File: config.mk
export PLATFORM = sky130hd
export DESIGN_NAME = ifetch
export DESIGN_NICKNAME = d
export VERILOG_FILES = /design/src/rtl/ifetch_pkg.sv /design/src/rtl/ifetch_buffer.sv /design/src/rtl/ifetch.sv
export SDC_FILE = /design/constraint.sdc
export NUM_CORES = 1
export LEC_CHECK = 0
export ABC_AREA = 1
export CORE_UTILIZATION = 60
export DETAILED_ROUTE_END_ITERATION = 10
export DONT_BUFFER_PORTS = 1
export GPL_ROUTABILITY_DRIVEN = 0
export GPL_TIMING_DRIVEN = 0
export PLACE_DENSITY = 0.74
export SYNTH_ARGS = -nofsm -noshare
export SYNTH_HDL_FRONTEND = slang
export SYNTH_SLANG_ARGS = --single-unit
File: constraint.sdc
create_clock -name clk -period 2.25 [get_ports clk]
set_clock_uncertainty 0.2 [all_clocks]
set_input_delay 0.45 -clock clk [delete_from_list [all_inputs] [get_ports clk]]
set_output_delay 0.45 -clock clk [all_outputs]
set_load 0.01 [all_outputs]
File: src/rtl/ifetch_pkg.sv
// Shared types and constants for the LEGv8 instruction fetch stage.
package ifetch_pkg;

    typedef enum logic [1:0] {
        IDLE = 2'd0,
        WAIT = 2'd1,
        DROP = 2'd2
    } fetch_state_t;

    typedef struct packed {
        logic [63:0] pc;
        logic [31:0] instr;
    } fetch_entry_t;

    localparam logic [63:0] PC_STEP = 64'd4;

    function automatic logic [31:0] sat_inc32(input logic [31:0] v);
        return (v == 32'hFFFF_FFFF) ? v : v + 32'd1;
    endfunction

endpackage

File: src/rtl/ifetch_buffer.sv
// Small power-of-two FIFO of fetched words with their PCs; flush empties it synchronously.
module ifetch_buffer
    import ifetch_pkg::*;
#(
    parameter int DEPTH = 2,
    localparam int PW = $clog2(DEPTH),
    localparam int CW = PW + 1
) (
    input  logic          i_clk,
    input  logic          i_rst_n,
    input  logic          i_push,
    input  logic          i_pop,
    input  logic          i_flush,
    input  fetch_entry_t  i_entry,
    output logic [CW-1:0] o_count,
    output fetch_entry_t  o_head
);

    localparam logic [CW-1:0] FULL_CNT = CW'(DEPTH);

    fetch_entry_t  r_mem [DEPTH];
    logic [PW-1:0] r_wr_ptr;
    logic [PW-1:0] r_rd_ptr;
    logic [CW-1:0] r_count;
    logic          w_do_push;
    logic          w_do_pop;

    assign w_do_push = i_push && (r_count != FULL_CNT);
    assign w_do_pop  = i_pop && (r_count != '0);

    // Storage, pointers and occupancy; flush overrides any same-cycle push or pop.
    always_ff @(posedge i_clk or negedge i_rst_n) begin
        if (!i_rst_n) begin
            r_wr_ptr <= '0;
            r_rd_ptr <= '0;
            r_count  <= '0;
            for (int i = 0; i < DEPTH; i++) begin
                r_mem[i] <= '0;
            end
        end else if (i_flush) begin
            r_wr_ptr <= '0;
            r_rd_ptr <= '0;
            r_count  <= '0;
        end else begin
            if (w_do_push) begin
                r_mem[r_wr_ptr] <= i_entry;
                r_wr_ptr        <= r_wr_ptr + PW'(1);
            end
            if (w_do_pop) begin
                r_rd_ptr <= r_rd_ptr + PW'(1);
            end
            case ({w_do_push, w_do_pop})
                2'b10:   r_count <= r_count + CW'(1);
                2'b01:   r_count <= r_count - CW'(1);
                default: r_count <= r_count;
            endcase
        end
    end

    assign o_count = r_count;
    assign o_head  = r_mem[r_rd_ptr];

endmodule

File: src/rtl/ifetch.sv
// LEGv8 instruction fetch: PC, single-outstanding imem request FSM and decode-side FIFO.
// Optional IFETCH_PERF_CNT_EN adds saturating perf_fetched / perf_flushed counters.
module ifetch
    import ifetch_pkg::*;
#(
    parameter logic [63:0] RESET_PC  = 64'h0,
    parameter int          BUF_DEPTH = 2
) (
    input  logic        clk,
    input  logic        reset,
    output logic        imem_req,
    output logic [63:0] imem_addr,
    input  logic        imem_gnt,
    input  logic        imem_rvalid,
    input  logic [31:0] imem_rdata,
    input  logic        branch_taken,
    input  logic [63:0] branch_target,
    output logic        instr_valid,
    output logic [31:0] instr,
    output logic [63:0] instr_pc,
    input  logic        instr_ready
`ifdef IFETCH_PERF_CNT_EN
    ,
    output logic [31:0] perf_fetched,
    output logic [31:0] perf_flushed
`endif
);

    localparam int            CW        = $clog2(BUF_DEPTH) + 1;
    localparam logic [CW-1:0] DEPTH_CNT = CW'(BUF_DEPTH);

    fetch_state_t  r_state;
    fetch_state_t  w_state_nxt;
    logic [63:0]   r_fetch_pc;
    logic [63:0]   r_req_pc;
    logic [63:0]   w_target;
    logic          w_req;
    logic          w_grant;
    logic          w_push;
    logic          w_pop;
    logic [CW-1:0] w_count;
    fetch_entry_t  w_entry;
    fetch_entry_t  w_head;

    assign w_target = branch_target & ~64'd3;

    // Next state and request/push decode; the free-slot check reserves room for the response.
    always_comb begin
        w_state_nxt = r_state;
        w_req       = 1'b0;
        w_push      = 1'b0;
        case (r_state)
            IDLE: begin
                w_req = (w_count < DEPTH_CNT) && !branch_taken;
                if (w_req && imem_gnt) begin
                    w_state_nxt = WAIT;
                end else begin
                    w_state_nxt = IDLE;
                end
            end
            WAIT: begin
                if (imem_rvalid) begin
                    w_push      = !branch_taken;
                    w_state_nxt = IDLE;
                end else if (branch_taken) begin
                    w_state_nxt = DROP;
                end else begin
                    w_state_nxt = WAIT;
                end
            end
            DROP: begin
                if (imem_rvalid) begin
                    w_state_nxt = IDLE;
                end else begin
                    w_state_nxt = DROP;
                end
            end
            default: w_state_nxt = IDLE;
        endcase
    end

    assign imem_req  = w_req && reset;
    assign imem_addr = r_fetch_pc;
    assign w_grant   = imem_req && imem_gnt;

    // State register, fetch PC and the PC of the request awaiting its response.
    always_ff @(posedge clk or negedge reset) begin
        if (!reset) begin
            r_state    <= IDLE;
            r_fetch_pc <= RESET_PC;
            r_req_pc   <= 64'd0;
        end else begin
            r_state <= w_state_nxt;
            if (branch_taken) begin
                r_fetch_pc <= w_target;
                r_req_pc   <= r_req_pc;
            end else if (w_grant) begin
                r_fetch_pc <= r_fetch_pc + PC_STEP;
                r_req_pc   <= r_fetch_pc;
            end else begin
                r_fetch_pc <= r_fetch_pc;
                r_req_pc   <= r_req_pc;
            end
        end
    end

    assign w_pop         = instr_valid && instr_ready;
    assign w_entry.pc    = r_req_pc;
    assign w_entry.instr = imem_rdata;

    ifetch_buffer #(
        .DEPTH(BUF_DEPTH)
    ) u_buffer (
        .i_clk   (clk),
        .i_rst_n (reset),
        .i_push  (w_push),
        .i_pop   (w_pop),
        .i_flush (branch_taken),
        .i_entry (w_entry),
        .o_count (w_count),
        .o_head  (w_head)
    );

    assign instr_valid = (w_count != '0);
    assign instr       = w_head.instr;
    assign instr_pc    = w_head.pc;

`ifdef IFETCH_PERF_CNT_EN
    logic [31:0] r_perf_fetched;
    logic [31:0] r_perf_flushed;
    logic        w_discard;

    // A redirect only counts when it throws away a buffered word or a live response.
    assign w_discard = branch_taken && ((w_count != '0) || (r_state == WAIT));

    // Saturating event counters.
    always_ff @(posedge clk or negedge reset) begin
        if (!reset) begin
            r_perf_fetched <= 32'd0;
            r_perf_flushed <= 32'd0;
        end else begin
            r_perf_fetched <= w_push    ? sat_inc32(r_perf_fetched) : r_perf_fetched;
            r_perf_flushed <= w_discard ? sat_inc32(r_perf_flushed) : r_perf_flushed;
        end
    end

    assign perf_fetched = r_perf_fetched;
    assign perf_flushed = r_perf_flushed;
`endif

endmodule

* Word level (Yosys, flattened, before mapping)
Cells that the tools add are included.
** Cells by class
- Mux-type cells :: 22
- $add $sub $neg :: 5
- Magnitude comparators :: 4
- Bitwise operators :: 3
- Equality and inequality tests :: 5
- Reduce and logical (&&, ||, !) cells :: 17
** Operators with widths (number)
- 2-to-1 mux 96 bit :: 4
- bitwise mux 192 bit :: 1
- 2-to-1 mux 64 bit :: 2
- demux 96 bit (select 1 bit) :: 1
- adder 64 x 3 -> 64 bit, second input constant :: 1
- logical AND 1 bit :: 8
- 2-to-1 mux 1 bit :: 8
- 2-to-1 mux 2 bit :: 4
- nonzero test 2 bit :: 4
- one-hot mux 2 bit (3 select lines) :: 1
- equality test 2 x 1 -> 1 bit, second input constant :: 2
- equality test 2 bit, second input constant :: 2
- greater-or-equal comparator 2 bit, second input constant :: 2
- inverter 1 -> 2 bit :: 2
- one-hot mux 2 bit (2 select lines) :: 1
- AND reduction 2 bit :: 2
- nonzero test 3 bit :: 1
- adder 1 bit, second input constant :: 2
- adder 2 x 1 -> 2 bit, second input constant :: 1
- zero test 2 bit :: 1
- less-than comparator 2 x 1 -> 1 bit, second input constant :: 1
- less-than comparator 2 bit, second input constant :: 1
- inequality test 2 bit, second input constant :: 1
- subtractor 2 x 1 -> 2 bit, second input constant :: 1
- 2 further kinds :: 2
** Word-level totals
- Register bits :: 326

* Logic depth before layout (Yosys ltp)
- Depth after elaboration :: 7
- Mapped depth :: 10
- Depth with buffers taken out :: 10

* By module
From an unflattened synthesis, not the netlist that was laid out.
** Unflattened totals
- Cells, all modules :: 2096
- Area total of the unflattened synthesis :: 16537.1 sq um
** By module, submodules not included
- ifetch_buffer :: times used 1, area an instance 9273.9 sq um, cells an instance 1059
- ifetch :: times used 1, area an instance 7263.2 sq um, cells an instance 1037

* Worst setup path before layout
No wires, ideal clock.
- Kind :: register -> output
- From :: register u_buffer.r_rd_ptr
- To :: output instr_pc[53]
- Data arrival time :: 1.304 ns
- Data required time :: 1.600 ns
- Stages on the path, launching flop included :: 6
- Slack :: 0.296 ns
- Path buffers :: 3
- Path through :: dfrtp_1 > clkbuf_1 > clkbuf_1 > clkbuf_1 > nand2_1 > o21ai_0
** Between the ends
- Longest elaborated chain between the ends :: 4
** RTL lines
- start: declaration :: RTL line ifetch_buffer.sv:23 : logic [PW-1:0] r_rd_ptr;
- start signal: assignment :: RTL line ifetch_buffer.sv:50 : r_rd_ptr <= r_rd_ptr + PW'(1);
- inverter 1 -> 2 bit (not written as such) :: RTL line ifetch_buffer.sv:61 : assign o_head = r_mem[r_rd_ptr];
- 2-to-1 mux 96 bit (not written as such) (3 in a row) :: RTL line ifetch_buffer.sv:61
- end: declaration :: RTL line ifetch.sv:20 : output logic [63:0] instr_pc,
Every way passes these cells. The select of a mux whose other input is x is not followed.

* Worst setup path in the final report
- From :: register u_buffer.r_rd_ptr
- To :: output instr[16]
** Between the ends
- Longest elaborated chain between the ends :: 4
** RTL lines
- inverter 1 -> 2 bit (not written as such) :: RTL line ifetch_buffer.sv:61
- 2-to-1 mux 96 bit (not written as such) (3 in a row) :: RTL line ifetch_buffer.sv:61
- end: declaration :: RTL line ifetch.sv:19 : output logic [31:0] instr,
Every way passes these cells. The select of a mux whose other input is x is not followed.

==> impl_metrics.env <==
export IMPL_cts_buffers=34
export IMPL_p_leak_nw=8.60
export IMPL_final_hold_viol_count=318
export IMPL_final_min_clock_period_ns=2.28
export IMPL_grt_total_usage_pct=36.8
export IMPL_grt_max_degree=320
export IMPL_r2r_slack_ns=0.05
export IMPL_synth_async_reset_ratio_pct=100
export IMPL_max_cap_violations=0
export IMPL_ctsHtreeMaxLevel=2
export IMPL_slew_headroom_pct=43.9
export IMPL_root_buffer="clkbuf_16"
export IMPL_layout_cells_non_filler=2351
export IMPL_rr_endpoint="imem_addr[22]$_DFFE_PN0P_"
export IMPL_r2r_start="r_state[0]$_DFF_PN0_"
export IMPL_fin_util_pct=75.1
export IMPL_finalPower_mw=20.9
export IMPL_fp_row_count=58
export IMPL_dieHeight_um=162
export IMPL_ios=264
export IMPL_first_global_vias=13700
export IMPL_tightest_slew_ns=0.841
export IMPL_period_share_pct=101
export IMPL_dp_hpwl_um=32300
export IMPL_synth_edf_count=0
export IMPL_ant_nets=0
export IMPL_clockBufferDepth=3
export IMPL_vias=13800
export IMPL_antenna_found_initial=1
export IMPL_synth_cells=1856
export IMPL_status="finished with violations"
export IMPL_wl_met1_um=19300
export IMPL_via_per_inst=5.89
export IMPL_cts_hold_buf=94
export IMPL_layout_nets=2100
export IMPL_p_int_mw=13.4
export IMPL_top_layer="met4"
export IMPL_violations="hold timing, setup timing"
export IMPL_finalSetupViolCount=28
export IMPL_drt_iter0_drc=1485
export IMPL_fp_dieW_um=162
export IMPL_rsz0062_at_grt="true"
export IMPL_clockPowerShare_pct=28.1
export IMPL_layout_common_cells="nand2_1 (480), dfrtp_1 (310), inv_1 (216), o21ai_0 (167), nor2_1 (140)"
export IMPL_clkLatencyLatePin_ns=0.51
export IMPL_grt_ovfl_total=0
export IMPL_vdd_drop_max_mv=0.652
export IMPL_start_util_pct=60.9
export IMPL_worst_ep_required_time_ns=1.60
export IMPL_setup_tns_ns=-0.349
export IMPL_crit_fanout=10
export IMPL_switching_share_pct=35.8
export IMPL_power_frac_seq_pct=43.0
export IMPL_r2r_cells=7
export IMPL_ys_types=36
export IMPL_antennaDiodeCount=0
export IMPL_cts_tree="done"
export IMPL_critPathCaptureType="primary output"
export IMPL_pre_cts_slack_ns=-0.582
export IMPL_ys_seq_area_share_pct=52.0
export IMPL_yosysWarnings=0
export IMPL_met3_length_um=4690
export IMPL_fin_ws_ns=-0.0329
export IMPL_power_frac_comb_pct=28.9
export IMPL_synth_area_per_cell_um2=8.24
export IMPL_grt_pass1_wl_um=74100
export IMPL_clkSinkCount=318
export IMPL_critPathLaunch="u_buffer.r_rd_ptr$_DFFE_PN0P_"
export IMPL_wl_per_cell_um=20.6
export IMPL_hp_class="in -> async"
export IMPL_critPathKind="reg -> out"
export IMPL_drtPass1Iterations=6
export IMPL_final_common_cell="nand2_1"
export IMPL_synthToLayoutAreaGrowth_pct=23.4
export IMPL_fmax_ghz=0.438
export IMPL_dp_cells=2189
export IMPL_drive_gt1_share_pct=17.3
export IMPL_p_per_area_nw_per_um2=1110
export IMPL_syn_area_um2=15300
export IMPL_final_max_slew_violation_count=0
export IMPL_startpoint_type="flip-flop"
export IMPL_cp_arrival_ns=1.63
export IMPL_core_region_area_um2=25100
export IMPL_switchingPower_mw=7.48
export IMPL_synth_seq_cells=318
export IMPL_clk_pin_slew_worst_paths_ns=0.06
export IMPL_wl_met2_um=22200
export IMPL_crit_end="instr[16]"
export IMPL_io_buffers=0
export IMPL_ys_flop_type="dfrtp_1"
export IMPL_hold_slack_ns=-0.560
export IMPL_wl_um=48500
export IMPL_drcViolationCount=0
export IMPL_die_area_um2=26100
## critical path, cell delays in order, from the launching register on
cell and delay (ns):
dfrtp_2 0.51, clkbuf_16 0.21, buf_4 0.18, nand2_1 0.11
o21ai_4 0.10
## cell type report
cell class,count,area [um^2]
inverters,219,822
clock buffers,54,1100
fillers,1803,6240
repair buffers,103,1040
clock inverters,6,85.1
flip-flops and latches,318,7970
multi-input cells,1233,6830
plain buffers,88,614
well taps,330,413
## registers in the layout, indices dropped and copies added, names as in the netlist
register and flops:
r_state 2, imem_addr 62, u_buffer.o_count 2, u_buffer.r_wr_ptr 1
r_req_pc 62, u_buffer.r_mem 188, u_buffer.r_rd_ptr 1
## cell usage after synthesis, types with 12 or more instances
master	n	area (um^2)
o21ai_1	17	85.1
o21ai_0	261	1310
nand4_1	34	213
buf_4	23	173
nand2_1	481	1810
buf_2	16	80.1
xor2_1	12	105
clkbuf_1	47	176
a21oi_1	49	245
inv_1	216	811
nor2_1	163	612
nand3_1	75	375
mux2_2	70	788
dfrtp_1	318	7960
## layer usage
| metal | up-vias | track usage [%] |
|---|---|---|
| met4 | 0 | 17.3 |
| met5 | - | 0 |
| met1 | 6684 | 49.6 |
| li1 | 6246 | - |
| met2 | 751 | 57.3 |
| met3 | 165 | 7.84 |
## power by group through the flow
stage | clock, mW | sequential, mW | combinational, mW
final | 5.88 | 8.99 | 6.03
after CTS | 5.89 | 8.92 | 5.52
after global placement | 0 | 8.88 | 4.29
after global routing | 6.11 | 9.20 | 6.56
after floorplan | 0 | 8.59 | 3.36
after detailed placement | 0 | 8.98 | 4.46
## per-stage QoR
| step | hold slack, ns | instance area (um^2) |
|---|---|---|
| 2_1_floorplan | -0.0456 | 15300 |
| 3_3_place_gp | -0.0378 | 15700 |
| 3_5_place_dp | -0.0388 | 15700 |
| 4_1_cts | -0.571 | 18500 |
| 5_1_grt | -0.575 | 18900 |
| 6_report | -0.560 | 18900 |
## how the worst min path moves through the flow
stage                     start                         endpoint  slack, ns  cells after the start
after floorplan           reset        imem_addr[10]$_DFFE_PN0P_      -0.05                      0
after global placement    reset  u_buffer.r_mem[122]$_DFFE_PN0P_      -0.04                      0
after detailed placement  reset  u_buffer.r_mem[116]$_DFFE_PN0P_      -0.04                      0
after CTS                 reset  u_buffer.r_mem[106]$_DFFE_PN0P_      -0.57                      0
after global routing      reset   u_buffer.r_mem[25]$_DFFE_PN0P_      -0.57                      0
final                     reset  u_buffer.r_mem[122]$_DFFE_PN0P_      -0.56                      0
## kinds of logic (layout without fill, tap and decap cells)
family                     after synthesis  count (layout)  share of synthesized area [%]
muxes                                   72              72                           5.30
other                                    1               4                         0.0245
DFF                                    318             318                           52.0
buffers and inverters                  308             470                           8.40
and+or+nand+nor                        791             791                           21.5
xor gates and xnor gates                13              13                          0.744
adders and majority gates                1               1                         0.0818
AOI/OAI and AO/OA                      352             352                           12.0
## timing repair
item | in CTS | in global routing
buffers inserted | 2 | 6
hold endpoints to repair | 442 | 318
endpoints found under the setup margin | 111 | 218
resized for setup | 242 | 103
pin swaps | 5 | 7
cloned | 0 | 1
Note: power is estimated with default switching activity, not from simulation.
